File: src/rtl/dvi_tx_clk_gen.sv
// dvi_tx_clk_gen: DDR forwarded-clock pattern generator with divide ratio, polarity invert and glitch-free start/stop.
// Optional period counter output enabled by defining DVI_TX_CLK_CNT_EN.
module dvi_tx_clk_gen #(
    parameter int N_CH  = 2,
    parameter int DIV_W = 4
) (
    input  logic             pixel_clock,
    input  logic             rst_n,
    input  logic             en_req,
    input  logic [DIV_W-1:0] div_sel,
    input  logic [N_CH-1:0]  inv,
    output logic             en_ack,
    output logic             running,
    output logic             tick,
`ifdef DVI_TX_CLK_CNT_EN
    output logic [15:0]      period_cnt,
`endif
    output logic [N_CH-1:0]  d1,
    output logic [N_CH-1:0]  d2
);
    typedef enum logic [1:0] {IDLE, RUN, DRAIN} state_t;
    state_t state, state_nx;
    logic [DIV_W:0] ph, ph_inc, ph_nx, s2, two_h, h_ext;
    logic [DIV_W-1:0] div_q;
    logic p1, p2, last, start;
    assign two_h  = {div_q, 1'b0};
    assign h_ext  = {1'b0, div_q};
    assign ph_inc = ph + (DIV_W+1)'(2);
    assign last   = ph_inc >= two_h;
    assign ph_nx  = last ? ph_inc - two_h : ph_inc;
    assign s2     = (ph + (DIV_W+1)'(1) == two_h) ? '0 : ph + (DIV_W+1)'(1);
    assign start  = state == IDLE && en_req;
    always_ff @(posedge pixel_clock) begin
        if (!rst_n) begin
            state <= IDLE;
            ph    <= '0;
            div_q <= DIV_W'(1);
            p1    <= 1'b0;
            p2    <= 1'b0;
            tick  <= 1'b0;
        end else begin
            state <= state_nx;
            if (state == IDLE) begin
                p1   <= 1'b0;
                p2   <= 1'b0;
                tick <= 1'b0;
                if (en_req) begin
                    div_q <= (div_sel == '0) ? DIV_W'(1) : div_sel;
                    ph    <= '0;
                end
            end else begin
                p1   <= ph < h_ext;
                p2   <= s2 < h_ext;
                tick <= ph == '0;
                ph   <= ph_nx;
            end
        end
    end
    // DRAIN only retires on the last pair of a period so the final slot is always low
    always_comb begin
        state_nx = (state == IDLE) ? (en_req ? RUN : IDLE) :
                   (state == RUN)  ? (en_req ? RUN : DRAIN) :
                                     (en_req ? RUN : (last ? IDLE : DRAIN));
    end
    always_comb begin
        en_ack  = state == RUN;
        running = state != IDLE;
        d1      = {N_CH{p1}} ^ inv;
        d2      = {N_CH{p2}} ^ inv;
    end
`ifdef DVI_TX_CLK_CNT_EN
    always_ff @(posedge pixel_clock) begin
        if (!rst_n || start)
            period_cnt <= '0;
        else if (state != IDLE && ph == '0 && period_cnt != 16'hFFFF)
            period_cnt <= period_cnt + 16'd1;
    end
`endif
endmodule
File: config.mk
export PLATFORM = sky130hd
export DESIGN_NAME = dvi_tx_clk_gen
export DESIGN_NICKNAME = d
export VERILOG_FILES = /design/src/rtl/dvi_tx_clk_gen.sv
export SDC_FILE = /design/constraint.sdc
export NUM_CORES = 1
export LEC_CHECK = 0
export CAP_MARGIN = 40
export CORE_MARGIN = 4
export CORE_UTILIZATION = 39
export DETAILED_ROUTE_END_ITERATION = 8
export GPL_ROUTABILITY_DRIVEN = 0
export PLACE_DENSITY = 0.63
export SYNTH_ARGS = -nofsm -noshare
export SYNTH_HDL_FRONTEND = slang
export SYNTH_SLANG_ARGS = --single-unit
File: constraint.sdc
create_clock -name pixel_clock -period 2.34 [get_ports pixel_clock]
set_clock_uncertainty 0.1 [all_clocks]
set_input_delay 0.351 -clock pixel_clock [delete_from_list [all_inputs] [get_ports pixel_clock]]
set_output_delay 0.351 -clock pixel_clock [all_outputs]
set_load 0.1 [all_outputs]
# Word-level counts from Yosys, hierarchy flattened
# Cells that the tools add are included.
[word_totals]
regBits = 14
latch_bits = 0
ram_bits = 0
rom_bits = 0
inputBits = 9
output_inout_bits = 7
elab_cells = 35
memories = 0
[op_classes]
addsub = 3
n_mul = 0
n_div = 0
magnitude_cmp = 3
n_eq_ne = 3
n_shift = 0
muxes = 11
bitwise = 3
n_reduce_logical = 6
[op_table]
columns = ["operator", "count"]
rows = [
  ["$mux 5", 4],
  ["$lt 5x4->1", 2],
  ["$mux 2", 5],
  ["$add 5x1->5 const B", 1],
  ["$add 5x2->5 const B", 1],
  ["$eq 5x5->1", 1],
  ["$ge 5x5->1", 1],
  ["$logic_not 5->1", 1],
  ["$sub 5x5->5", 1],
  ["$logic_not 4->1", 1],
  ["$mux 4", 1],
  ["$xor 2x2->2", 2],
  ["$eq 2x1->1 const B", 1],
  ["$logic_not 2->1", 1],
  ["$ne 2x2->1 const B", 1],
  ["$reduce_and 2->1", 1],
  ["$reduce_bool 2->1", 1],
  ["$reduce_or 2->1", 1],
  ["$mux 1", 1],
  ["$not 1->1", 1],
]

# Logic depth before layout (Yosys ltp)
# Gate-level depths: netlist of the first run.
[depth]
depth_word = 6
depth_mapped = 7
mapped_depth_nobuf = 7

# Least setup slack after synthesis of the first run
# No wires, ideal clock.
[synth_path]
path_kind = "input-to-output"
from = "input port inv[0]"
to = "output port d1[0]"
arrival_time_ns = 1.781
required_time_ns = 1.889
slack_ns = 0.108
cell_stages = 1
path_buffers = 0
cell_sequence = "xor2_1"
[synth_between]
elab_chain_len = 1
[synth_rtl]
columns = ["element", "line_no", "text"]
rows = [
  ["start: declaration", "11", "input logic [N_CH-1:0] inv,"],
  ["$xor 2x2->2", "68", "d1 = {N_CH{p1}} ^ inv;"],
  ["end: declaration", "18", "output logic [N_CH-1:0] d1,"],
]
# No other way between the ends.

# Final worst setup path of the first run
[layout_path]
from = "register ph[2]"
to = "register ph[1]"
[layout_between]
elab_chain_len = 4
[layout_rtl]
columns = ["element", "line_no", "text"]
rows = [
  ["start: declaration", "23", "logic [DIV_W:0] ph, ph_inc, ph_nx, s2, two_h, h_ext;"],
  ["start signal: assignment", "55", "ph <= ph_nx;"],
  ["$add 5x2->5", "28", "assign ph_inc = ph + (DIV_W+1)'(2);"],
  ["$ge 5x5->1", "29", "assign last = ph_inc >= two_h;"],
  ["$mux 5", "30", "assign ph_nx = last ? ph_inc - two_h : ph_inc;"],
  ["$mux 5", "43", "if (state == IDLE) begin"],
]
# No other way between the ends.
# A chain may end at the register's enable or synchronous reset.

==> flow_metrics.tcl, run 1 <==
set metrics [dict create \
    run_status "finished clean" \
    clkPwrFrac 0.173 \
    async_flop_share 0 \
    setup_viol 0 \
    cpPeakStageDelay_ns 0.43 \
    ys_top_cells_by_area "dfxtp_1, ha_1, xor2_1" \
    avgViaCountPerCell 5.14 \
    initial_core_util 0.407 \
    coreArea_um2 2210 \
    grt_max_degree 9 \
    synth_seq_cells 13 \
    post-place-ws_ns 0.115 \
    drc_errors 0 \
    cts_htree_levels 1 \
    synth.cell_area_um2 901 \
    synth_cell_types 36 \
    cellPowerDensity_nw_per_um2 720 \
    ys_seq_area_frac 0.289 \
    fillCellCount 222 \
    synth_edf_count 0 \
    drt-wirelength-per-cell_um 13.1 \
    intPower_mw 0.483 \
    synth_cells 94 \
    peakVddDrop_mv 0.375 \
    p_sw_frac 0.414 \
    p_leak_nw 0.497 \
    rows 17 \
    routed_wl_um 1820 \
    root_buffer "clkbuf_4" \
    drive_above_1_share 0.216 \
    synthFlopType "dfxtp_1" \
    synthTopCellsByCount "dfxtp_1, ha_1, nand2_1, inv_1, nand3_1" \
    seq_power_share 0.319 \
    endpoint_kind "flop" \
    synth_top_area_frac 0.289 \
    synth.avg_cell_area_um2 9.58 \
    setup-tns-final_ns 0 \
    grt_pass1_vias 654 \
    fin_crit_ns 2.21 \
    setup.worst_path.class "reg -> reg" \
    cp-start-kind "flop" \
    instances_no_fill 139 \
    grt_antenna_before_repair 0 \
    dieHeight_um 56.1 \
    yosysWarningCount 0 \
    clk_latency_ns 0.27 \
    die_area_um2 3140 \
    period_share 0.945 \
    ant_nets 0 \
    numCtsBuffers 3 \
    detail_route.iter0.violations 10 \
    hold_viol 0 \
    cap_violations 0 \
    nets 133 \
    slowest_stage "fa_1" \
    finalWorstSetupSlack_ns 0.129 \
    syn2layout_area_growth_pct 27.1 \
    dp.cells 134 \
    hold_path.class "reg -> reg" \
    final_area_um2 1140 \
    syn_nets 115 \
    synth_area_leader_cell "dfxtp_1" \
    ioPinCount 16 \
    power_switching_mw 0.341 \
    track_usage 0.121 \
    dp_hpwl_um 1500 \
    worst_slew_pin_slew_ns 0.402 \
    cts.reportedPaths.clkPinSlew_ns 0.08 \
    io_buffer_count 15 \
    placed_area_um2 1110 \
    fin_util 0.518 \
    yosysMostFrequentCell "dfxtp_1" \
    grt_pass1_wl_um 2960 \
    n_antenna_cell 0 \
    path_max_fanout 6 \
    grt_setup_unrepaired "false" \
    crit_required_ns 2.43 \
    pwr-share-comb 0.509 \
    worstPathArrival_ns 2.30 \
    final_max_slew_viol_count 0 \
    vias 714 \
    grt_overflow 0 \
    holdBufCountCts 0 \
    die_w_um 56.1 \
    clockBufferDepth 2 \
    cts_tree "built" \
    worst_slew_margin_rel 0.732 \
    fmaxAchievable_ghz 0.452 \
    firstDrtPassIters 4 \
    total_power_mw 0.824 \
    crit_chain "ha_1, inv_1, fa_1, a21boi_4, o21ai_4, mux2_4, o32ai_2" \
    cts.sinks 13 \
    holdWs_ns 0.366 \
]
-- path summary, 6_finish.rpt --
check        cells after the start  endpoint  slack, ns      from
max                              7     ph[1]       0.13     ph[2]
min                              2  div_q[2]       0.37  div_q[2]
max reg2reg                      7     ph[1]       0.13     ph[2]
min reg2reg                      2  div_q[2]       0.37  div_q[2]
-- sequential cells by signal (all words and copies together), names as in the netlist --
name,cells
p1,1
ph,4
state,2
div_q,4
p2,1
tick,1
-- layout by cell type, fill, tap and decap left out, drive strengths merged, types with 2 or more instances in the layout --
master / n
xnor2: 2
clkbuf: 4
nand2b: 3
dfxtp: 13
o21ai: 5
clkdlybuf4s50: 8
a2111oi: 2
nand2: 10
inv: 7
ha: 11
nor2b: 2
nor2: 2
nand3: 6
nor3: 2
xor2: 5
buf: 9
a21oi: 3
a21boi: 4
nand3b: 2
-- power by group through the flow --
stage	Combinational (mW)	Sequential (mW)	Clock [mW]
finish	0.419	0.263	0.142
global route	0.448	0.266	0.157
global placement	0.404	0.267	0
CTS	0.414	0.262	0.147
detailed placement	0.413	0.268	0
floorplan	0.296	0.276	0
-- routing by layer --
layer | routed length [um] | share of wire | global-route usage
met4 | 49 | 0.027 | 0.0508
met5 | 0 | 0 | 0
met2 | 886 | 0.49 | 0.204
met3 | 87 | 0.048 | 0.0255
met1 | 795 | 0.44 | 0.147
-- worst max-delay path: cells and delay by family, from the launching register on --
family / cells / cell delay (ns)
DFF: 1 / 0.37
buffers and inverters: 1 / 0.07
muxes: 1 / 0.33
AOI/OAI and AO/OA: 3 / 0.50
adders and majority gates: 2 / 0.75
-- layout make-up --
cell class                      count  area (um^2)  share of cell area
Inverter                            7         26.3              0.0230
Tap cell                           28         35.0              0.0306
Multi-Input combinational cell     70          598               0.522
Clock buffer                        4         26.3              0.0230
Sequential cell                    13          262               0.228
Timing Repair Buffer               17          198               0.173
-- repair_timing --
item | in CTS | in global routing
endpoints found under the setup margin | 0 | 1
resized for setup | 0 | 1
setup buffers | 0 | 1
-- cells by family (layout without fill, tap and decap cells) --
| group | count (synthesis) | in the layout | share of synthesized area |
|---|---|---|---|
| and+or+nand+nor | 31 | 31 | 0.194 |
| buffers and inverters | 11 | 28 | 0.0472 |
| muxes | 2 | 2 | 0.0278 |
| DFF | 13 | 13 | 0.289 |
| adders and majority gates | 12 | 12 | 0.175 |
| AOI/OAI and AO/OA | 18 | 18 | 0.199 |
| xor gates and xnor gates | 7 | 7 | 0.0681 |
Power figures use the tool's default switching activity.
==> run 2: changes to the inputs <==
--- a/config.mk
+++ b/config.mk
@@ -5,6 +5,7 @@
 export SDC_FILE = /design/constraint.sdc
 export NUM_CORES = 1
 export LEC_CHECK = 0
+export ABC_CLOCK_PERIOD_IN_PS = 2340
 export CAP_MARGIN = 40
 export CORE_MARGIN = 4
 export CORE_UTILIZATION = 39
==> results of run 2 <==
Final layout, timing and power as in run 1 (identical DEF).
